### src/rtl/if_fetch_queue_pkg.sv
// Shared constants and types for the IF-stage fetch queue: datapath width,
// the NOP encoding and the IF/ID bundle layout.
package if_fetch_queue_pkg;

    localparam int DEF_DATA_WIDTH = 32;
    localparam logic [31:0] INSTR_NOP = 32'h0000_0000;
    localparam int IFID_W = 3 * DEF_DATA_WIDTH;

    typedef struct packed {
        logic [DEF_DATA_WIDTH-1:0] instr;
        logic [DEF_DATA_WIDTH-1:0] pc;
        logic [DEF_DATA_WIDTH-1:0] pc_plus4;
    } if_id_t;

    // Occupancy counters need one extra bit so "full" (== depth) is representable.
    function automatic int cnt_width(input int depth);
        return $clog2(depth) + 1;
    endfunction

endpackage

### src/rtl/if_fetch_queue_if.sv
// Instruction-memory request/response and IF/ID handshake bundle.
// master = fetch queue side, slave = memory / decode side.
interface if_fetch_queue_if
    import if_fetch_queue_pkg::*;
#(
    parameter int DATA_WIDTH = DEF_DATA_WIDTH
) ();

    logic                  imem_req;
    logic [DATA_WIDTH-1:0] imem_addr;
    logic [DATA_WIDTH-1:0] imem_rdata;
    logic                  id_ready;
    logic                  id_valid;
    logic [DATA_WIDTH-1:0] id_instr;
    logic [DATA_WIDTH-1:0] id_pc;
    logic [DATA_WIDTH-1:0] id_pc_plus4;

    modport master (
        output imem_req, imem_addr,
        input  imem_rdata,
        input  id_ready,
        output id_valid, id_instr, id_pc, id_pc_plus4
    );

    modport slave (
        input  imem_req, imem_addr,
        output imem_rdata,
        output id_ready,
        input  id_valid, id_instr, id_pc, id_pc_plus4
    );

endinterface

### src/rtl/if_fetch_queue_fifo.sv
// Parameterised synchronous FIFO with flush; head entry is visible
// combinationally so a pushed word is presented the cycle after its write.
module if_fifo
    import if_fetch_queue_pkg::*;
#(
    parameter int WIDTH = 64,
    parameter int DEPTH = 4,
    parameter int CNT_W = cnt_width(DEPTH)
) (
    input  logic             clk,
    input  logic             reset,
    input  logic             push,
    input  logic [WIDTH-1:0] push_data,
    input  logic             pop,
    input  logic             flush,
    output logic [CNT_W-1:0] count,
    output logic [WIDTH-1:0] head_data,
    output logic             empty,
    output logic             full
);

    localparam int PTR_W = $clog2(DEPTH);

    logic [WIDTH-1:0] mem [DEPTH];
    logic [PTR_W-1:0] rd_ptr_reg;
    logic [PTR_W-1:0] wr_ptr_reg;
    logic [CNT_W-1:0] count_reg;
    logic [DEPTH-1:0] wr_sel;
    logic             push_eff;
    logic             pop_eff;

    // Flush wins over both ports in the same cycle.
    assign push_eff = push && !flush;
    assign pop_eff  = pop && !flush && !empty;

    genvar gi;
    generate
        for (gi = 0; gi < DEPTH; gi++) begin : g_wr_sel
            assign wr_sel[gi] = push_eff && (wr_ptr_reg == PTR_W'(gi));
        end
    endgenerate

    always_ff @(posedge clk) begin
        for (int i = 0; i < DEPTH; i++) begin
            if (wr_sel[i]) begin
                mem[i] <= push_data;
            end
        end
    end

    always_ff @(posedge clk or posedge reset) begin
        if (reset) begin
            rd_ptr_reg <= '0;
            wr_ptr_reg <= '0;
            count_reg  <= '0;
        end else if (flush) begin
            rd_ptr_reg <= wr_ptr_reg;
            count_reg  <= '0;
        end else begin
            if (push_eff) begin
                wr_ptr_reg <= wr_ptr_reg + 1'b1;
            end
            if (pop_eff) begin
                rd_ptr_reg <= rd_ptr_reg + 1'b1;
            end
            unique case ({push_eff, pop_eff})
                2'b10:   count_reg <= count_reg + 1'b1;
                2'b01:   count_reg <= count_reg - 1'b1;
                default: count_reg <= count_reg;
            endcase
        end
    end

    assign count     = count_reg;
    assign empty     = (count_reg == '0);
    assign full      = (count_reg == CNT_W'(DEPTH));
    assign head_data = mem[rd_ptr_reg];

    a_count_bound: assert property (@(posedge clk) disable iff (reset)
        count_reg <= CNT_W'(DEPTH));
    a_no_pop_empty: assert property (@(posedge clk) disable iff (reset)
        !(pop && !flush && empty));

endmodule

### src/rtl/if_fetch_queue.sv
// IF-stage fetch queue: issues credit-limited fetches at pc_i, buffers the
// returned words with their PC and presents {instr, pc, pc+4} to decode.
module if_fetch_queue
    import if_fetch_queue_pkg::*;
#(
    parameter int DATA_WIDTH = DEF_DATA_WIDTH,
    parameter int DEPTH      = 4,
    parameter int CNT_W      = cnt_width(DEPTH)
) (
    input  logic                  clk,
    input  logic                  reset,
    input  logic [DATA_WIDTH-1:0] pc_i,
    input  logic                  flush,
    output logic                  pc_advance,
    output logic [CNT_W-1:0]      count,
    if_fetch_queue_if.master      bus
);

    logic                    issue;
    logic                    inflight_reg;
    logic                    discard_reg;
    logic [DATA_WIDTH-1:0]   req_pc_reg;
    logic [CNT_W:0]          committed;
    logic                    push;
    logic                    pop;
    logic                    fifo_empty;
    logic                    fifo_full;
    logic [2*DATA_WIDTH-1:0] head_data;
    logic [DATA_WIDTH-1:0]   head_instr;
    logic [DATA_WIDTH-1:0]   head_pc;

    // Credit counts the in-flight word as occupied; a same-cycle pop is
    // deliberately ignored so id_ready never reaches imem_req combinationally.
    assign committed = {1'b0, count} + (CNT_W+1)'(inflight_reg);
    assign issue     = !reset && !flush && (committed < (CNT_W+1)'(DEPTH));

    assign bus.imem_req  = issue;
    assign bus.imem_addr = pc_i;
    assign pc_advance    = issue;

    always_ff @(posedge clk or posedge reset) begin
        if (reset) begin
            inflight_reg <= 1'b0;
            discard_reg  <= 1'b0;
            req_pc_reg   <= '0;
        end else begin
            inflight_reg <= issue;
            discard_reg  <= flush;
            if (issue) begin
                req_pc_reg <= pc_i;
            end
        end
    end

    assign push = inflight_reg && !discard_reg && !flush;
    assign pop  = bus.id_valid && bus.id_ready;

    if_fifo #(
        .WIDTH (2*DATA_WIDTH),
        .DEPTH (DEPTH),
        .CNT_W (CNT_W)
    ) u_fifo (
        .clk       (clk),
        .reset     (reset),
        .push      (push),
        .push_data ({bus.imem_rdata, req_pc_reg}),
        .pop       (pop),
        .flush     (flush),
        .count     (count),
        .head_data (head_data),
        .empty     (fifo_empty),
        .full      (fifo_full)
    );

    assign head_instr = head_data[2*DATA_WIDTH-1:DATA_WIDTH];
    assign head_pc    = head_data[DATA_WIDTH-1:0];

    // Memory contents are not reset, so the head is masked while empty.
    assign bus.id_valid    = !fifo_empty;
    assign bus.id_instr    = bus.id_valid ? head_instr : DATA_WIDTH'(INSTR_NOP);
    assign bus.id_pc       = bus.id_valid ? head_pc : '0;
    assign bus.id_pc_plus4 = bus.id_valid ? (head_pc + DATA_WIDTH'(4)) : '0;

    a_no_push_full: assert property (@(posedge clk) disable iff (reset)
        !(push && fifo_full));

endmodule

### src/flat_wrapper.sv
// flat-port wrapper written by rule: the top's interface ports become plain ports
module if_fetch_queue_flat import if_fetch_queue_pkg::*;
#(
    parameter int DATA_WIDTH = DEF_DATA_WIDTH,
    parameter int DEPTH      = 4,
    parameter int CNT_W      = cnt_width(DEPTH)
)
  (clk, reset, pc_i, flush, pc_advance, count, bus_imem_req, bus_imem_addr, bus_imem_rdata, bus_id_ready, bus_id_valid, bus_id_instr, bus_id_pc, bus_id_pc_plus4);
  if_fetch_queue_if #(.DATA_WIDTH(DATA_WIDTH)) bus_i ();
  input  logic clk;
  input  logic reset;
  input  logic [DATA_WIDTH-1:0] pc_i;
  input  logic flush;
  output logic pc_advance;
  output logic [CNT_W-1:0] count;
  output wire logic [$bits(bus_i.imem_req)-1:0] bus_imem_req;
  output wire logic [$bits(bus_i.imem_addr)-1:0] bus_imem_addr;
  input wire logic [$bits(bus_i.imem_rdata)-1:0] bus_imem_rdata;
  input wire logic [$bits(bus_i.id_ready)-1:0] bus_id_ready;
  output wire logic [$bits(bus_i.id_valid)-1:0] bus_id_valid;
  output wire logic [$bits(bus_i.id_instr)-1:0] bus_id_instr;
  output wire logic [$bits(bus_i.id_pc)-1:0] bus_id_pc;
  output wire logic [$bits(bus_i.id_pc_plus4)-1:0] bus_id_pc_plus4;
  assign bus_imem_req = bus_i.imem_req;
  assign bus_imem_addr = bus_i.imem_addr;
  assign bus_i.imem_rdata = bus_imem_rdata;
  assign bus_i.id_ready = bus_id_ready;
  assign bus_id_valid = bus_i.id_valid;
  assign bus_id_instr = bus_i.id_instr;
  assign bus_id_pc = bus_i.id_pc;
  assign bus_id_pc_plus4 = bus_i.id_pc_plus4;
  if_fetch_queue #(.DATA_WIDTH(DATA_WIDTH), .DEPTH(DEPTH), .CNT_W(CNT_W)) u_core (.clk(clk), .reset(reset), .pc_i(pc_i), .flush(flush), .pc_advance(pc_advance), .count(count), .bus(bus_i));
endmodule
### config.mk
export PLATFORM = sky130hd
export DESIGN_NAME = if_fetch_queue_flat
export DESIGN_NICKNAME = d
export VERILOG_FILES = /design/src/rtl/if_fetch_queue_pkg.sv /design/src/rtl/if_fetch_queue_if.sv /design/src/rtl/if_fetch_queue_fifo.sv /design/src/rtl/if_fetch_queue.sv /design/src/flat_wrapper.sv
export SDC_FILE = /design/constraint.sdc
export NUM_CORES = 1
export LEC_CHECK = 0
export CORE_MARGIN = 1
export CORE_UTILIZATION = 58
export DETAILED_ROUTE_END_ITERATION = 10
export HOLD_SLACK_MARGIN = 0.03
export PLACE_DENSITY = 0.86
export SLEW_MARGIN = 20
export SYNTH_ARGS = -nofsm -noshare
export SYNTH_HDL_FRONTEND = slang
export SYNTH_HIERARCHICAL = 1
export SYNTH_SLANG_ARGS = --single-unit
export TNS_END_PERCENT = 20
### constraint.sdc
create_clock -name clk -period 5.4 [get_ports clk]
set_clock_uncertainty 0.2 [all_clocks]
set_input_delay 0.54 -clock clk [delete_from_list [all_inputs] [get_ports clk]]
set_output_delay 0.54 -clock clk [all_outputs]
set_load 0.02 [all_outputs]
# --- Word-level counts from Yosys, hierarchy flattened ---
# Memory sizes are Yosys's and may differ from the RTL's.
# Index checks and enable logic that the tools add are counted.
classes:
  magnitude_cmp: 1
  n_eq_ne: 5
  n_reduce_logical: 24
  muxes: 24
  add_sub_neg: 6
  bitwise: 1
ops:
  columns: ["cell", "count"]
  rows:
  - ["$mux 64", 3]
  - ["$reduce_or 64->1", 3]
  - ["$mux 32", 3]
  - ["$add 32x3->32 const B", 1]
  - ["$logic_and 1x1->1", 12]
  - ["$mux 1", 11]
  - ["$mux 2", 5]
  - ["$eq 2x2->1 const B", 3]
  - ["$pmux 3 s2", 1]
  - ["$add 2x1->2 const B", 2]
  - ["$add 3x1->4", 1]
  - ["$eq 2x1->1 const B", 2]
  - ["$logic_not 1->1", 4]
  - ["$lt 4x3->1 const B", 1]
  - ["$add 3x1->3 const B", 1]
  - ["$logic_not 3->1", 1]
  - ["$mux 3", 1]
  - ["$reduce_bool 3->1", 1]
  - ["$sub 3x1->3 const B", 1]
  - ["$logic_not 2->1", 1]
  - ["$reduce_and 2->1", 1]
  - ["$reduce_bool 2->1", 1]
  - ["$not 1->1", 1]
totals:
  inputBits: 68
  out_inout_bits: 134
  n_memories: 1
  regBits: 41
  ramBits: 256
mem_list:
  columns: ["memory", "depth", "width", "read_ports", "rd_ports_with_merged_regs", "write_ports", "line_no", "text"]
  rows:
  - ["u_core.u_fifo.mem", 4, 64, 1, 0, 1, "if_fetch_queue_fifo.sv:24", "logic [WIDTH-1:0] mem [DEPTH];"]

# --- Logic depth before layout (Yosys ltp) ---
# Gate-level depths: netlist (run 1).
depth:
  depth_word: 11
  ltp_mapped: 9
  ltp_nobuf: 8

# --- Hierarchy ---
# The synthesis (run 1) kept the hierarchy.
modules_own_cells:
  columns: ["module", "area_per_inst_um2", "seq_area_each_um2", "cells_per_inst", "n_inst"]
  rows:
  - ["if_fifo", 9730.6, 7862.5, 386, 1]
  - ["if_fetch_queue", 2682.6, 850.8, 304, 1]

# --- Worst setup path after synthesis (run 1) ---
# Ideal clock, no wire load.
synth_timing:
  path_type: "register -> output"
  startpoint: "register u_core.u_fifo.rd_ptr_reg[1]"
  endpoint: "output port bus_id_pc_plus4[24]"
  stages_incl_launch_ff: 9
  path_buffers: 2
  path_slack_ps: 1950
  arrival_ps: 2710
  path_cell_list: "dfrtp_1 > clkbuf_1 > mux4_2 > ha_1 > nand4_2 > or4_4 > buf_6 > or3_1 > a21oi_1"
synth_via:
  elab_chain_len: 3
synth_rtl:
  columns: ["element", "line_no", "text"]
  rows:
  - ["start: declaration", "if_fetch_queue_fifo.sv:25", "logic [PTR_W-1:0] rd_ptr_reg;"]
  - ["start signal: assignment", "if_fetch_queue_fifo.sv:57", "rd_ptr_reg <= wr_ptr_reg;"]
  - ["start signal: assignment", "if_fetch_queue_fifo.sv:64", "rd_ptr_reg <= rd_ptr_reg + 1'b1;"]
  - ["$mem_v2 4x64", null, null]
  - ["net u_core.head_data[3]", "if_fetch_queue.sv:28", "logic [2*DATA_WIDTH-1:0] head_data;"]
  - ["$add 32x3->32", "if_fetch_queue.sv:82", "assign bus.id_pc_plus4 = bus.id_valid ? (head_pc + DATA_WIDTH'(4)) : '0;"]
  - ["$mux 32", "if_fetch_queue.sv:82", null]
  - ["end: declaration", "flat_wrapper.sv:23", "output wire logic [$bits(bus_i.id_pc_plus4)-1:0] bus_id_pc_plus4;"]
# The timed path passes the listed nets, and every way through them passes these cells.

# --- Worst setup path after layout (run 1) ---
layout_timing:
  startpoint: "register u_core.u_fifo.rd_ptr_reg[1]"
  endpoint: "output port bus_id_pc_plus4[30]"
# The elaborated chain is that of the path after synthesis.

==> metrics.cfg, run 1 <==
[sta]
setup_tns_ps = 0
final.period_utilization_pct = 91.7
whs_ps = 116
worstMarginPinSlew_ps = 1160
min_period_ps = 4950
fmax_ghz = 0.202
slew_headroom_pct = 22.5
finalSetupViolCount = 0
rsz0062_at_grt = no
fin_ws_ps = 448
hold_viol_final = 0
slew_violations = 0

[cts]
cts.htree.levels = 1
cts.repair.resized = 0
worstSkewPairLatency_ps = 530
clk_pin_slew_worst_paths_ps = 60
hold_buffers = 0
cts_buffers = 28
cts_buffer_depth = 3
cts_tree = built
cts-root-buf = clkbuf_16
postCtsSetupRepairBufs = 0
clkSinkCount = 297

[detailed_routing]
detail_route.vias_per_cell = 5.86
drc = 0
ant_nets = 0
wl_microns = 25500
dr.pass1.iters = 6
wl_per_cell_microns = 22.0
drt_iter0_markers = 455
vias = 6769

[logic_synthesis]
syn_nets = 763
syn_area_per_cell_sq_um = 18.0
synthesis.area_sq_um = 12400
netlist_instances = 689
synth_warnings = 6

[worst_setup_path]
startpoint_type = register
rrSetupSlack_ps = 1960
crit_slowest_cell = dfrtp_4
cp.arrival_ps = 4210
path_class = register to primary output
slowest_delay_ps = 910
path_cells = mux4_2 > ha_1 > nand4_2 > or4_4 > nor3_1 > mux2_2 > clkdlybuf4s50_1
rr_startpoint = u_core/discard_reg
crit_path_max_fanout = 48
r2r_end = u_core/u_fifo/mem[2][32]
reg2regPathDepth = 3
end_kind = primary output
cp_data_required_time_ps = 4660

[cells_and_area]
fin_area_sq_um = 15300
drive_gt1_share_pct = 18.6
largest_reg_flops = 256
area_delta_synth_final_pct = 23.4
final_util_pct = 72.8
seq_area_sq_um = 8720
antennaDiodeCount = 0
nets = 932
fill_cells = 1216
multiInputGateArea_sq_um = 3230

[worst_hold_path]
min_path_type = input pin to async pin

[power_and_ir_drop]
power_density_nw_per_um2 = 374
total_leakage_power_nw = 5.04
peakVddDrop_mv = 0.327

[die]
die_height_microns = 148
die_x_microns = 148
initial_utilization_pct = 59.0
core_area_sq_um = 21000
die_area_sq_um = 22000
ioPinCount = 202
row_count = 53

[global_route]
overflow = 0
grt_antenna_before_repair = 0
grt_pass1_vias = 7092
grt_max_degree = 96
grt_usage_pct = 23.9
grt_pass1_wl_microns = 39100

[placed_design]
io_buffers = 201
preCtsSetupSlack_ps = 1030
dpl-instance-area_sq_um = 14400
gp_congestion = 0.870
dp_hpwl_microns = 15600

[flow_run]
cap_violations = 0

[run_status]
status = completed

==> worst max path at each step <==
stage                                 from             endpoint  slack, ps
2_1_floorplan  u_core/u_fifo/rd_ptr_reg[1]  bus_id_pc_plus4[24]       1950
3_3_place_gp   u_core/u_fifo/rd_ptr_reg[1]  bus_id_pc_plus4[22]       1100
3_5_place_dp   u_core/u_fifo/rd_ptr_reg[1]  bus_id_pc_plus4[22]       1030
4_1_cts        u_core/u_fifo/rd_ptr_reg[0]  bus_id_pc_plus4[22]        470
5_1_grt        u_core/u_fifo/rd_ptr_reg[0]  bus_id_pc_plus4[18]        330
6_report       u_core/u_fifo/rd_ptr_reg[1]  bus_id_pc_plus4[30]        450
==> final cells by class <==
type / instances / share of cell area [%]
flip-flops and latches: 297 / 57.0
clock inverters: 15 / 0.956
multi-input cells: 314 / 21.1
inverters: 11 / 0.270
repair buffers: 206 / 13.4
well taps: 275 / 2.25
clock buffers: 37 / 5.07
==> layer usage <==
metal  global-route usage, %  share of wire [%]  vias up
met5                       0                  0        -
met4                    9.33                3.2        0
met3                    3.28                4.8       54
met2                    43.0                 55      272
met1                    29.2                 37     3464
li1                        -                  -     2979
==> through the flow <==
| step | std cells | total power, mW |
|---|---|---|
| 6_report | 1155 | 5.73 |
| 5_1_grt | 1155 | 5.95 |
| 4_1_cts | 1155 | 5.78 |
| 3_5_place_dp | 1103 | 3.85 |
| 3_3_place_gp | 1103 | 3.80 |
| 2_1_floorplan | 689 | 3.54 |
==> placed cells by master, fill, tap and decap left out, types with 2 or more instances in the layout <==
cell type          n
nand4_1            7
or3_1              2
nor2_1            32
nand3_1           11
clkdlybuf4s50_1  201
clkbuf_1           6
clkinv_2           5
a21oi_1            2
and2_4             4
nor3_1            11
clkbuf_16         29
mux4_2            64
bufinv_16          3
nand2_1           16
nor2b_1           63
and3_1             3
o21ai_0            6
dfrtp_1           39
xnor2_1           10
dfrtp_4            2
clkinv_1           7
clkbuf_8           2
mux2_2            44
or4_1              2
inv_1             10
and4_1             6
xor2_1             8
buf_4              5
nor4_1             4
edfxtp_1         256
ha_1               5
==> critical path, delay by kind of cell, from the launching register on <==
kind	cells	cell delay [ps]
and+or+nand+nor	3	1170
DFF	1	910
muxes	2	770
adders and majority gates	1	240
buffers and inverters	1	540
==> power by group <==
part	internal (mW)	switching [mW]
Combinational	0.563	0.464
Sequential	2.60	0.174
Clock	1.15	0.779
Total	4.32	1.42
Note: power is estimated with default switching activity, not from simulation.
==> run 2, diff against run 1 <==
Settings changed: GPL_ROUTABILITY_DRIVEN set to 0.
==> results of run 2 <==
Same layout as run 1: the final DEF is identical, and so are final timing and power.
